**config.mk**
```make
export PLATFORM = sky130hd
export DESIGN_NAME = sram_fsm_ctrl_flat
export DESIGN_NICKNAME = d
export VERILOG_FILES = /design/src/rtl/sram_fsm_ctrl_if.sv /design/src/rtl/sram_fsm_ctrl.sv /design/src/flat_wrapper.sv
export SDC_FILE = /design/constraint.sdc
export NUM_CORES = 1
export LEC_CHECK = 0
export ABC_AREA = 1
export CAP_MARGIN = 20
export CORE_MARGIN = 2
export CORE_UTILIZATION = 37
export CTS_BUF_LIST = sky130_fd_sc_hd__clkbuf_4 sky130_fd_sc_hd__clkbuf_8 sky130_fd_sc_hd__clkbuf_16
export CTS_CLUSTER_DIAMETER = 150
export DETAILED_ROUTE_END_ITERATION = 16
export GPL_TIMING_DRIVEN = 0
export PLACE_DENSITY_LB_ADDON = 0.05
export REMOVE_ABC_BUFFERS = 1
export SLEW_MARGIN = 25
export SYNTH_ARGS = -nofsm -noshare
export SYNTH_HDL_FRONTEND = slang
export SYNTH_SLANG_ARGS = --single-unit
```
**constraint.sdc**
```tcl
create_clock -name clk -period 1.5 [get_ports clk]
set_input_delay 0.3 -clock clk [delete_from_list [all_inputs] [get_ports clk]]
set_output_delay 0.3 -clock clk [all_outputs]
set_load 0.02 [all_outputs]
```
**src/rtl/sram_fsm_ctrl_if.sv**
```systemverilog
// ============================================================================
// sram_fsm_ctrl_if : request/response bundle between a master and sram_fsm_ctrl
// Revision: 1.0
// ============================================================================
`default_nettype none

interface sram_fsm_ctrl_if #(
    parameter int DATA_W = 8,
    parameter int ADDR_W = 3
);
    logic              op;
    logic              select;
    logic [ADDR_W-1:0] adr;
    logic [DATA_W-1:0] in;
    logic              ready;
    logic              valid;
    logic              rw;
    logic              err;
    logic [2:0]        state;
    logic [DATA_W-1:0] out;

    modport master (
        output op, select, adr, in,
        input  ready, valid, rw, err, state, out
    );

    modport slave (
        input  op, select, adr, in,
        output ready, valid, rw, err, state, out
    );
endinterface

`default_nettype wire

```
**src/rtl/sram_fsm_ctrl.sv**
```systemverilog
// ============================================================================
// sram_fsm_ctrl : single-port SRAM with access FSM, written tracking and an
//                 optional post-reset clear sweep (macro SRAM_INIT_CLEAR_EN).
// Revision: 1.0
// ============================================================================
`default_nettype none

module sram_fsm_ctrl #(
    parameter int DATA_W = 8,
    parameter int ADDR_W = 3
) (
    input  logic            clk,
    input  logic            rst_n,
    sram_fsm_ctrl_if.slave  bus
);
    localparam int DEPTH = 1 << ADDR_W;

    // Low two bits match the legacy AB state outputs.
    typedef enum logic [2:0] {
        ST_HOLD  = 3'b000,
        ST_WRITE = 3'b001,
        ST_READ  = 3'b010,
        ST_IDLE  = 3'b011,
        ST_CLEAR = 3'b100
    } state_t;

`ifdef SRAM_INIT_CLEAR_EN
    localparam state_t RESET_STATE = ST_CLEAR;
`else
    localparam state_t RESET_STATE = ST_IDLE;
`endif

    state_t             state_q,   state_d;
    logic [ADDR_W-1:0]  adr_q,     adr_d;
    logic [DATA_W-1:0]  din_q,     din_d;
    logic [DATA_W-1:0]  out_q,     out_d;
    logic               valid_q,   valid_d;
    logic               rw_q,      rw_d;
    logic               err_q,     err_d;
    logic [DEPTH-1:0]   written_q, written_d;
`ifdef SRAM_INIT_CLEAR_EN
    logic [ADDR_W-1:0]  clr_adr_q, clr_adr_d;
`endif

    logic               mem_we;
    logic [ADDR_W-1:0]  mem_wadr;
    logic [DATA_W-1:0]  mem_wdata;
    logic [DATA_W-1:0]  mem [DEPTH];

    always_comb begin
        state_d   = state_q;
        adr_d     = adr_q;
        din_d     = din_q;
        out_d     = out_q;
        valid_d   = 1'b0;
        rw_d      = rw_q;
        err_d     = 1'b0;
        written_d = written_q;
        mem_we    = 1'b0;
        mem_wadr  = adr_q;
        mem_wdata = din_q;
`ifdef SRAM_INIT_CLEAR_EN
        clr_adr_d = clr_adr_q;
`endif
        case (state_q)
            ST_IDLE, ST_HOLD: begin
                if (bus.select) begin
                    adr_d   = bus.adr;
                    din_d   = bus.in;
                    rw_d    = bus.op;
                    state_d = bus.op ? ST_WRITE : ST_READ;
                end else begin
                    state_d = ST_IDLE;
                end
            end
            ST_WRITE: begin
                mem_we            = 1'b1;
                written_d[adr_q]  = 1'b1;
                valid_d           = 1'b1;
                state_d           = ST_HOLD;
            end
            ST_READ: begin
                out_d   = mem[adr_q];
                err_d   = ~written_q[adr_q];
                valid_d = 1'b1;
                state_d = ST_HOLD;
            end
`ifdef SRAM_INIT_CLEAR_EN
            ST_CLEAR: begin
                mem_we               = 1'b1;
                mem_wadr             = clr_adr_q;
                mem_wdata            = '0;
                written_d[clr_adr_q] = 1'b1;
                clr_adr_d            = clr_adr_q + ADDR_W'(1);
                if (clr_adr_q == ADDR_W'(DEPTH - 1)) begin
                    state_d = ST_IDLE;
                end
            end
`endif
            default: state_d = ST_IDLE;
        endcase
    end

    always_ff @(posedge clk or negedge rst_n) begin
        if (!rst_n) begin
            state_q   <= RESET_STATE;
            adr_q     <= '0;
            din_q     <= '0;
            out_q     <= '0;
            valid_q   <= 1'b0;
            rw_q      <= 1'b0;
            err_q     <= 1'b0;
            written_q <= '0;
`ifdef SRAM_INIT_CLEAR_EN
            clr_adr_q <= '0;
`endif
        end else begin
            state_q   <= state_d;
            adr_q     <= adr_d;
            din_q     <= din_d;
            out_q     <= out_d;
            valid_q   <= valid_d;
            rw_q      <= rw_d;
            err_q     <= err_d;
            written_q <= written_d;
`ifdef SRAM_INIT_CLEAR_EN
            clr_adr_q <= clr_adr_d;
`endif
        end
    end

    // Array is not reset; an async reset forces the state away from WRITE,
    // so a write in flight is dropped.
    always_ff @(posedge clk) begin
        if (mem_we) begin
            mem[mem_wadr] <= mem_wdata;
        end
    end

    assign bus.ready = (state_q == ST_IDLE) || (state_q == ST_HOLD);
    assign bus.valid = valid_q;
    assign bus.rw    = rw_q;
    assign bus.err   = err_q;
    assign bus.state = state_q;
    assign bus.out   = out_q;

endmodule

`default_nettype wire

```
**src/flat_wrapper.sv**
```systemverilog
// flat-port wrapper written by rule: the top's interface ports become plain ports
module sram_fsm_ctrl_flat 
#(
    parameter int DATA_W = 8,
    parameter int ADDR_W = 3
)
  (clk, rst_n, bus_op, bus_select, bus_adr, bus_in, bus_ready, bus_valid, bus_rw, bus_err, bus_state, bus_out);
  sram_fsm_ctrl_if #(.DATA_W(DATA_W), .ADDR_W(ADDR_W)) bus_i ();
  input  logic clk;
  input  logic rst_n;
  input wire logic [$bits(bus_i.op)-1:0] bus_op;
  input wire logic [$bits(bus_i.select)-1:0] bus_select;
  input wire logic [$bits(bus_i.adr)-1:0] bus_adr;
  input wire logic [$bits(bus_i.in)-1:0] bus_in;
  output wire logic [$bits(bus_i.ready)-1:0] bus_ready;
  output wire logic [$bits(bus_i.valid)-1:0] bus_valid;
  output wire logic [$bits(bus_i.rw)-1:0] bus_rw;
  output wire logic [$bits(bus_i.err)-1:0] bus_err;
  output wire logic [$bits(bus_i.state)-1:0] bus_state;
  output wire logic [$bits(bus_i.out)-1:0] bus_out;
  assign bus_i.op = bus_op;
  assign bus_i.select = bus_select;
  assign bus_i.adr = bus_adr;
  assign bus_i.in = bus_in;
  assign bus_ready = bus_i.ready;
  assign bus_valid = bus_i.valid;
  assign bus_rw = bus_i.rw;
  assign bus_err = bus_i.err;
  assign bus_state = bus_i.state;
  assign bus_out = bus_i.out;
  sram_fsm_ctrl #(.DATA_W(DATA_W), .ADDR_W(ADDR_W)) u_core (.clk(clk), .rst_n(rst_n), .bus(bus_i));
endmodule
```
After elaboration in Yosys (flattened, before gate mapping)
Memory sizes are Yosys's and may differ from the RTL's. A register that Yosys moved wholly into a read port is not among the register bits.
Cells that the tools add are included.
{"block": "op_classes", "n_eq_ne": 3, "magnitude_cmp": 2, "bitwise_logic": 2, "n_mux": 12, "reduce_logical": 7}
{"operator": "$or 8x8->8", "n": 1}
{"operator": "$mux 1", "n": 7}
{"operator": "$eq 3x2->1 const B", "n": 2}
{"operator": "$pmux 3 s2", "n": 1}
{"operator": "$lt 3x4->1 const B", "n": 1}
{"operator": "$reduce_or 2->1", "n": 2}
{"operator": "$bmux 1 s3", "n": 1}
{"operator": "$demux 1 s3", "n": 1}
{"operator": "$eq 3x1->1 const B", "n": 1}
{"operator": "$ge 3x1->1 const B", "n": 1}
{"operator": "$logic_not 3->1", "n": 1}
{"operator": "$mux 3", "n": 1}
{"operator": "$mux 2", "n": 1}
{"operator": "$reduce_and 2->1", "n": 1}
{"operator": "$logic_and 1x1->1", "n": 1}
{"operator": "$logic_not 1->1", "n": 1}
{"operator": "$logic_or 1x1->1", "n": 1}
{"operator": "$not 1->1", "n": 1}
{"block": "word_totals", "out_inout_bits": 15, "reg_bits": 25, "inputBits": 15, "mem_count": 1, "word_cells": 34, "mem_bits_rw": 64}
{"name": "u_core.mem", "words": 8, "word_bits": 8, "rd": 1, "rd_clocked_by_memory_dff": 1, "wr": 1, "line_no": "sram_fsm_ctrl.sv:48", "rtl": "logic [DATA_W-1:0] mem [DEPTH];"}

Depth between registers and ports, before layout
Gate-level depths: netlist (run 1).
{"block": "logic_depth", "word_depth": 5, "mapped_depth": 8, "mapped_depth_nobuf": 6}

Least setup slack after synthesis (run 1)
OpenSTA, ideal clock, no wires.
{"block": "synth_timing", "path_type": "reg2reg", "startpoint": "register u_core.state_q[0] (netlist: u_core.bus.state[0])", "endpoint": "register u_core.din_q[5]", "arrival_ns": 1.729, "t_required_ns": 1.375, "n_path_buf": 1, "period_less_slack_ns": 1.854, "stages_incl_launch_ff": 6, "setup_time_ns": 0.125, "path_slack_ns": -0.354, "path_cell_list": "dfstp_2 inv_1 ha_1 nand2_2 buf_2 mux2_2"}
{"block": "synth_via", "elab_chain_cells": 3, "word_cells_on_any_way": 4, "cone_classes": "eq/ne (1); reduce/logical (3)"}
{"item": "start, declared", "line_no": "sram_fsm_ctrl.sv:33", "rtl": "state_t state_q, state_d;"}
{"item": "start signal, assigned", "line_no": "sram_fsm_ctrl.sv:118", "rtl": "state_q <= state_d;"}
{"item": "$eq 3x2->1 / $logic_not 3->1 (equally long branches)", "line_no": "sram_fsm_ctrl.sv:65", "rtl": "case (state_q)"}
{"item": "$reduce_or 2->1 *", "line_no": "sram_fsm_ctrl.sv:65"}
{"item": "$reduce_and 2->1 (no source line) *"}
{"item": "end signal, assigned", "line_no": "sram_fsm_ctrl.sv:120", "rtl": "din_q <= din_d;"}
{"item": "end, declared", "line_no": "sram_fsm_ctrl.sv:35", "rtl": "logic [DATA_W-1:0] din_q, din_d;"}
Every way passes the cells marked *; elsewhere a longest branch is shown, timed or not.
A chain may end at the register's enable or synchronous reset.

Worst setup path in the final report (run 1)
{"block": "layout_timing", "startpoint": "register u_core.state_q[0] (netlist: u_core.bus.state[0])", "endpoint": "output port bus_ready"}
{"block": "layout_via", "elab_chain_cells": 2, "word_cells_on_any_way": 3, "cone_classes": "eq/ne (1); reduce/logical (2)"}
{"item": "$eq 3x2->1 / $logic_not 3->1 (equally long branches)", "line_no": "sram_fsm_ctrl.sv:140", "rtl": "assign bus.ready = (state_q == ST_IDLE) || (state_q == ST_HOLD);"}
{"item": "$logic_or 1x1->1 *", "line_no": "sram_fsm_ctrl.sv:140"}
{"item": "end, declared", "line_no": "flat_wrapper.sv:15", "rtl": "output wire logic [$bits(bus_i.ready)-1:0] bus_ready;"}
Marked as above.

==> results.md, run 1 <==
| Result | This run |
| --- | --- |
| Run status | finished, violations left |
| Violated checks | setup timing |
| Largest net degree at the start of global routing | 29 |
| Dpl cells | 522 |
| Top fanout value on the critical path | 3 |
| Final ANT Viol Nets | 0 |
| Final critical-path setup slack | -145 ps |
| Register area share after synthesis | 0.682 |
| Fin util | 0.485 |
| Clock latency on the worst-skew pair | 360 ps |
| Buffering stage count on the worst path with inverters included | 2 |
| Leakage | 2.10 nW |
| Largest stage delay on the critical path | 560 ps |
| Layout filler cell count | 984 |
| Vias post-DR | 2485 |
| Pre-CTS WS | -1550 ps |
| IR drop worst, VDD | 1.58 mV |
| CTS Buf Count | 9 |
| Critical Path RT | 1200 ps |
| Register clock-pin slew on the reported worst setup and hold paths | 100 ps |
| Global-route usage over all layers | 0.152 |
| Number of buffers between clock root and the deepest sink | 2 |
| Kind of cell with the highest combined delay on the critical path | flip-flops |
| IO Port Bufs | 28 |
| Number of ports placed on the die boundary | 30 |
| Drt pass-1 iters | 4 |
| Syn Area/Cell | 10.8 um^2 |
| Slowest-stage cell, CP | dfstp_2 |
| Worst hold slack | 299 ps |
| Area Overhead vs Synth | 26.5% |
| Routed length per instance | 14.8 um |
| Clock sinks | 96 |
| FP Rows | 37 |
| Multi-input gate area in the final layout | 1180 um^2 |
| Count of different cell masters after synthesis | 25 |
| Number of antenna cells inserted | 0 |
| Commonest non-fill, non-tap cell in the layout | nand2_1 |
| Drt first-iter violations | 138 |
| Vias per Instance | 4.38 |
| Fraction of layout cells with a size suffix above 1 | 0.248 |
| Initial antenna violation count | 0 |
| Category of the worst setup path capture point | primary output |
| Worst-case clock skew | 15.2 ps |
| Final weighted congestion in routability-driven placement | 0.701 |
| H-Tree Depth | 3 |
| Power density of the placed cells | 1960 nW/um^2 |
| Number of global-route vias before repair | 2347 |
| FF+latch count, synth | 96 |
| Post-Layout Cell Count | 567 |
| TritonCTS clock tree | built |
| Yosys warning count | 0 |
| Max_cap viols | 0 |
| Share of the cycle needed by the critical path after routing | 1.10 |
| Die boundary height | 108 um |
| Post-detail-place hpwl | 4.86 mm |
| Layout net count | 443 |
| Core Footprint | 10400 um^2 |
| First-pass GRT wire length | 12.8 mm |
| Sequential cell area | 2730 um^2 |
| Final hold violation count | 0 |
| Overall die width | 108 um |
| Hold Crit Class | input port to async pin |
| Count of final setup violators | 63 |
| Synthesized instance count | 369 |
| Global route overflow | 0 |
| Final critical path time including I/O delays and setup | 1640 ps |
| Crit path DAT | 1340 ps |
| Worst reg-to-reg setup slack | -90 ps |
| Starting density of the core | 0.384 |
| Commonest cells after routing, fill and taps aside | nand2_1 (65), edfxtp_1 (64), inv_1 (63) |
| Mapped cell area | 4000 um^2 |
| DRC violation count after routing | 0 |
| Highest attainable clock frequency | 608 MHz |
| List of cells traversed by the critical path | inv_2 -> ha_4 -> buf_6 |
| Crit Path Category | flop to primary output |
| RSZ-0062 raised after global routing | yes |
| Critical Path Start Type | flop |
| Root Buffer Master | clkbuf_8 |
| Die Footprint | 11600 um^2 |
| Aggregate routed wire length | 8.38 mm |
| Max Slew Vio Count | 0 |
[kinds of logic (layout without fill, tap and decap cells)]
group,count (synthesis),after routing,synth area share
DFF,96,96,0.682
AOI/OAI and AO/OA,15,15,0.0200
adders and majority gates,2,2,0.00626
other,1,1,0.000939
muxes,8,8,0.0226
and+or+nand+nor,165,170,0.183
buffers and inverters,82,139,0.0852
[metrics by stage]
step                setup TNS (ps)  area, um^2  total power, mW
floorplan                   -51240        3920             6.13
detailed placement          -86030        4380             7.31
CTS                          -5830        4810             9.34
global placement           -146910        4370             7.25
finish                       -4180        5050             9.88
global route                 -8270        5050             10.6
[synth_stat cells (all sizes together)]
library cell   n  area [um^2]
ha             2         25.0
o21ai          7         35.0
or2           13         81.3
mux2           8         90.1
edfxtp        64         1920
dfrtp         30          751
inv           70          263
nor2          40          173
nand3         41          205
a21oi          6         30.0
dfstp          2         52.6
nand2         71          272
conb           1         3.75
clkbuf         2         7.51
buf           10         70.1
o211ai         2         15.0
[per-layer routing]
metal	vias up	global-route usage	part of all wire	wire, um
li1	1286	-	-	-
met4	0	0.0604	0.012	100
met3	9	0.0218	0.022	184
met1	1148	0.211	0.47	3960
met2	42	0.241	0.49	4130
met5	-	0	0	0
[worst register-to-register path, stage by stage, from the launching register on]
cell	delay [ps]
dfstp_2	560
inv_2	50
ha_4	240
nand2_2	260
mux2_2	370
[flip-flops by register name, summed over array words and instances (netlist names)]
name,cells
u_core.bus.valid,1
u_core.bus.rw,1
u_core.written_q,8
u_core.bus.out,8
u_core.adr_q,3
u_core.mem,64
u_core.bus.err,1
u_core.din_q,8
u_core.bus.state,2
[cell type report]
type,count,area share
inverter,70,0.0527
sequential,96,0.540
multi-input combinational,196,0.233
tap,136,0.0337
clock inverter,7,0.00916
timing repair inverter,2,0.00297
timing repair buffer,51,0.104
clock buffer,9,0.0245
[power breakdown]
part	internal (mW)	leakage (nW)	switching [mW]
logic	1.65	1.08	2.41
clock network	0.600	0.0830	0.905
registers	3.78	0.936	0.543
[path summary, 6_finish.rpt]
path                                                 startpoint                               to  depth (start not counted)
worst max-delay path              u_core.bus.state[0]$_DFF_PN1_                        bus_ready                          3
max in group asynchronous                                 rst_n    u_core.bus.state[1]$_DFF_PN1_                          3
worst min register to register  u_core.written_q[5]$_DFFE_PN0P_  u_core.written_q[5]$_DFFE_PN0P_                          2
worst max register to register    u_core.bus.state[0]$_DFF_PN1_      u_core.din_q[1]$_DFFE_PN0P_                          4
min in group clk                                         bus_op    u_core.bus.state[1]$_DFF_PN1_                          2
worst min-delay path                                      rst_n    u_core.bus.out[6]$_DFFE_PN0N_                          2
[timing repair]
item                       in CTS  in global routing
setup endpoints to repair     104                 88
gates resized for setup        52                 31
pin swaps                      12                 13
hold endpoints to repair        4                  0
gates cloned                    6                  3
buffers inserted               11                  8
hold buffers                    1                  0
(Power assumes the default switching activity.)
==> run 2, diff against run 1 <==
==> constraint.sdc (replaced) <==
create_clock -name clk -period 2.1 [get_ports clk]
set_input_delay 0.42 -clock clk [delete_from_list [all_inputs] [get_ports clk]]
set_output_delay 0.42 -clock clk [all_outputs]
set_load 0.02 [all_outputs]
==> run 2 against run 1 <==
The flow now finishes without violations; register-to-register slack improved by 250 ps; non-clock buffer count fell by 20; global-route usage fell by 1.6 points; largest cell class unchanged.
==> results.md, run 2 (synthesis results as in run 1) <==
| Result | This run | vs previous |
| --- | --- | --- |
| Root Buffer Master | clkbuf_8 | unchanged |
| Global route overflow | 0 | unchanged |
| Number of antenna cells inserted | 0 | unchanged |
| Pre-CTS WS | -945 ps | was -1550 ps |
| Number of buffers between clock root and the deepest sink | 2 | unchanged |
| Die boundary height | 108 um | unchanged |
| Worst-case clock skew | 14.3 ps | was 15.2 ps |
| Endpoint of the lowest-slack register-to-register path | u_core.mem[7][5]$_DFFE_PP_ | was u_core.din_q[1]$_DFFE_PN0P_ |
| Leakage | 1.91 nW | was 2.10 nW |
| Largest stage delay on the critical path | 600 ps | was 560 ps |
| Rel. slew slack | 0.509 |  |
| Vias post-DR | 2347 | was 2485 |
| Most flops, register | u_core.mem | unchanged |
| Layout net count | 417 | was 443 |
| IR drop worst, VDD | 0.772 mV | was 1.58 mV |
| TritonCTS clock tree | built | unchanged |
| Top fanout value on the critical path | 3 | unchanged |
| Dpl cells | 522 | unchanged |
| First-pass GRT wire length | 11.7 mm | was 12.8 mm |
| Max_cap viols | 0 | unchanged |
| Vias per Instance | 4.34 | was 4.38 |
| FP Rows | 37 | unchanged |
| Count of final setup violators | 0 | was 63 |
| Critical R2R Launch | u_core.adr_q[0]$_DFFE_PN0P_ | was u_core.bus.state[0]$_DFF_PN1_ |
| IO Port Bufs | 28 | unchanged |
| Clock sinks | 96 | unchanged |
| Switching power summed over all nets | 2.33 mW | was 3.85 mW |
| Final ANT Viol Nets | 0 | unchanged |
| H-Tree Depth | 3 | unchanged |
| Die Footprint | 11600 um^2 | unchanged |
| Number of ports placed on the die boundary | 30 | unchanged |
| Total power of the final layout | 6.25 mW | was 9.88 mW |
| DRC violation count after routing | 0 | unchanged |
| Kind of cell with the highest combined delay on the critical path | buffers and inverters | was flip-flops |
| Initial antenna violation count | 0 | unchanged |
| Crit path DAT | 1520 ps | was 1340 ps |
| Largest net degree at the start of global routing | 49 | was 29 |
| Clock latency on the worst-skew pair | 360 ps | about the same |
| Starting density of the core | 0.384 | unchanged |
| Finished layout cell area | 4600 um^2 | was 5050 um^2 |
| Slowest-stage cell, CP | clkdlybuf4s50_1 | was dfstp_2 |
| Path length in cells of the critical path | 1 | was 3 |
| Highest attainable clock frequency | 517 MHz |  |
| Number of cells traversed by the worst register-to-register path | 2 | was 4 |
| Final critical path time including I/O delays and setup | 1940 ps |  |
| Core Footprint | 10400 um^2 | unchanged |
| Internal portion of total power | 3.92 mW | was 6.03 mW |
| Crit Path Category | flop to primary output | unchanged |
| Fraction of layout cells with a size suffix above 1 | 0.138 | was 0.248 |
| Overall die width | 108 um | unchanged |
| Category of the worst setup path capture point | primary output | unchanged |
| Commonest cells after routing, fill and taps aside | nand2_1 (69), inv_1 (64), edfxtp_1 (64) | was nand2_1 (65), edfxtp_1 (64), inv_1 (63) |
| Share of the cycle needed by the critical path after routing | 0.922 |  |
| Critical Path RT | 1680 ps | was 1200 ps |
| Buffering stage count on the worst path with inverters included | 1 | was 2 |
| Final hold violation count | 0 | unchanged |
| Transition time at the pin with the least slew margin | 736 ps |  |
| Relative contribution of the clock network to total power | 0.172 | was 0.152 |
| Area after DPL | 4380 um^2 | unchanged |
| Switching Share | 0.373 | was 0.390 |
| Comb pwr share | 0.321 | was 0.411 |
| Post-Layout Cell Count | 541 | was 567 |
| Drt pass-1 iters | 4 | unchanged |
| Final weighted congestion in routability-driven placement | 0.701 | unchanged |
| Post-detail-place hpwl | 4.86 mm | unchanged |
| CTS Buf Count | 9 | unchanged |
| Register clock-pin slew on the reported worst setup and hold paths | 100 ps | about the same |
| Run status | finished, final reports clean | was finished, violations left |
| Aggregate routed wire length | 7.05 mm | was 8.38 mm |
| RSZ-0062 raised after global routing | yes | unchanged |
| Power density of the placed cells | 1360 nW/um^2 | was 1960 nW/um^2 |
| Max Slew Vio Count | 0 | unchanged |
| Critical Path Start Type | flop | unchanged |
| Hold Crit Class | input port to async pin | unchanged |
| Area Overhead vs Synth | 15.2% | was 26.5% |
| Fin util | 0.442 | was 0.485 |
| List of cells traversed by the critical path | clkdlybuf4s50_1 | was inv_2 -> ha_4 -> buf_6 |
| Commonest non-fill, non-tap cell in the layout | nand2_1 | unchanged |
| Worst reg-to-reg setup slack | 160 ps | was -90 ps |
| Routed length per instance | 13.0 um | was 14.8 um |
| Drt first-iter violations | 102 | was 138 |
| Flop pwr share | 0.508 | was 0.437 |
| Global-route usage over all layers | 0.136 | was 0.152 |
| Max reg flops | 64 | unchanged |
| Number of global-route vias before repair | 2211 | was 2347 |
| Final critical-path setup slack | 164 ps | was -145 ps |
run 2: power by group through the flow:
stage | combinational (mW) | sequential, mW | clock, mW
6_report | 2.01 | 3.17 | 1.07
5_1_grt | 2.30 | 3.28 | 1.18
4_1_cts | 2.03 | 3.19 | 1.11
3_5_place_dp | 2.00 | 3.22 | 0
3_3_place_gp | 1.99 | 3.19 | 0
2_1_floorplan | 1.18 | 3.20 | 0
run 2: worst max path at each step:
stage	from	end	slack, ps
after detailed placement	u_core.adr_q[0]$_DFFE_PN0P_	u_core.mem[0][6]$_DFFE_PP_	-950
after floorplan	u_core.adr_q[0]$_DFFE_PN0P_	u_core.mem[0][0]$_DFFE_PP_	-270
after CTS	u_core.adr_q[0]$_DFFE_PN0P_	u_core.mem[5][5]$_DFFE_PP_	-10
after global placement	u_core.adr_q[0]$_DFFE_PN0P_	u_core.mem[0][6]$_DFFE_PP_	-1320
final	u_core.bus.state[0]$_DFF_PN1_	bus_state[0]	160
after global routing	u_core.adr_q[0]$_DFFE_PN0P_	u_core.mem[1][5]$_DFFE_PP_	-20
run 2: cell type report:
type                            instances  area [um^2]
Tap cell                              136          170
Multi-Input combinational cell        191          950
Timing Repair inverter                  1         7.51
Clock buffer                            9          124
Clock inverter                          7         46.3
Timing Repair Buffer                   31          308
Fill cell                            1005         5820
Sequential cell                        96         2730
Inverter                               70          267
run 2: per-layer routing:
layer,up-vias,global-route usage,wire length (um)
met5,-,0,0
met4,0,0.0604,108
met1,1073,0.195,3630
li1,1225,-,-
met3,10,0.0218,178
met2,39,0.204,3130
run 2: metrics by stage:
stage,hold slack [ps],setup TNS [ps]
2_1_floorplan,124,-6330
3_3_place_gp,441,-80910
3_5_place_dp,276,-36250
4_1_cts,412,-164
5_1_grt,447,-133
6_report,422,0
run 2: timing repair:
item | in CTS | in global routing
gates resized for setup | 7 | 6
setup buffers | 1 | 0
cloned | 1 | 0
hold buffers | 1 | 0
pin swaps | 0 | 0
endpoints found under the hold margin | 4 | 0
setup endpoints to repair | 80 | 34
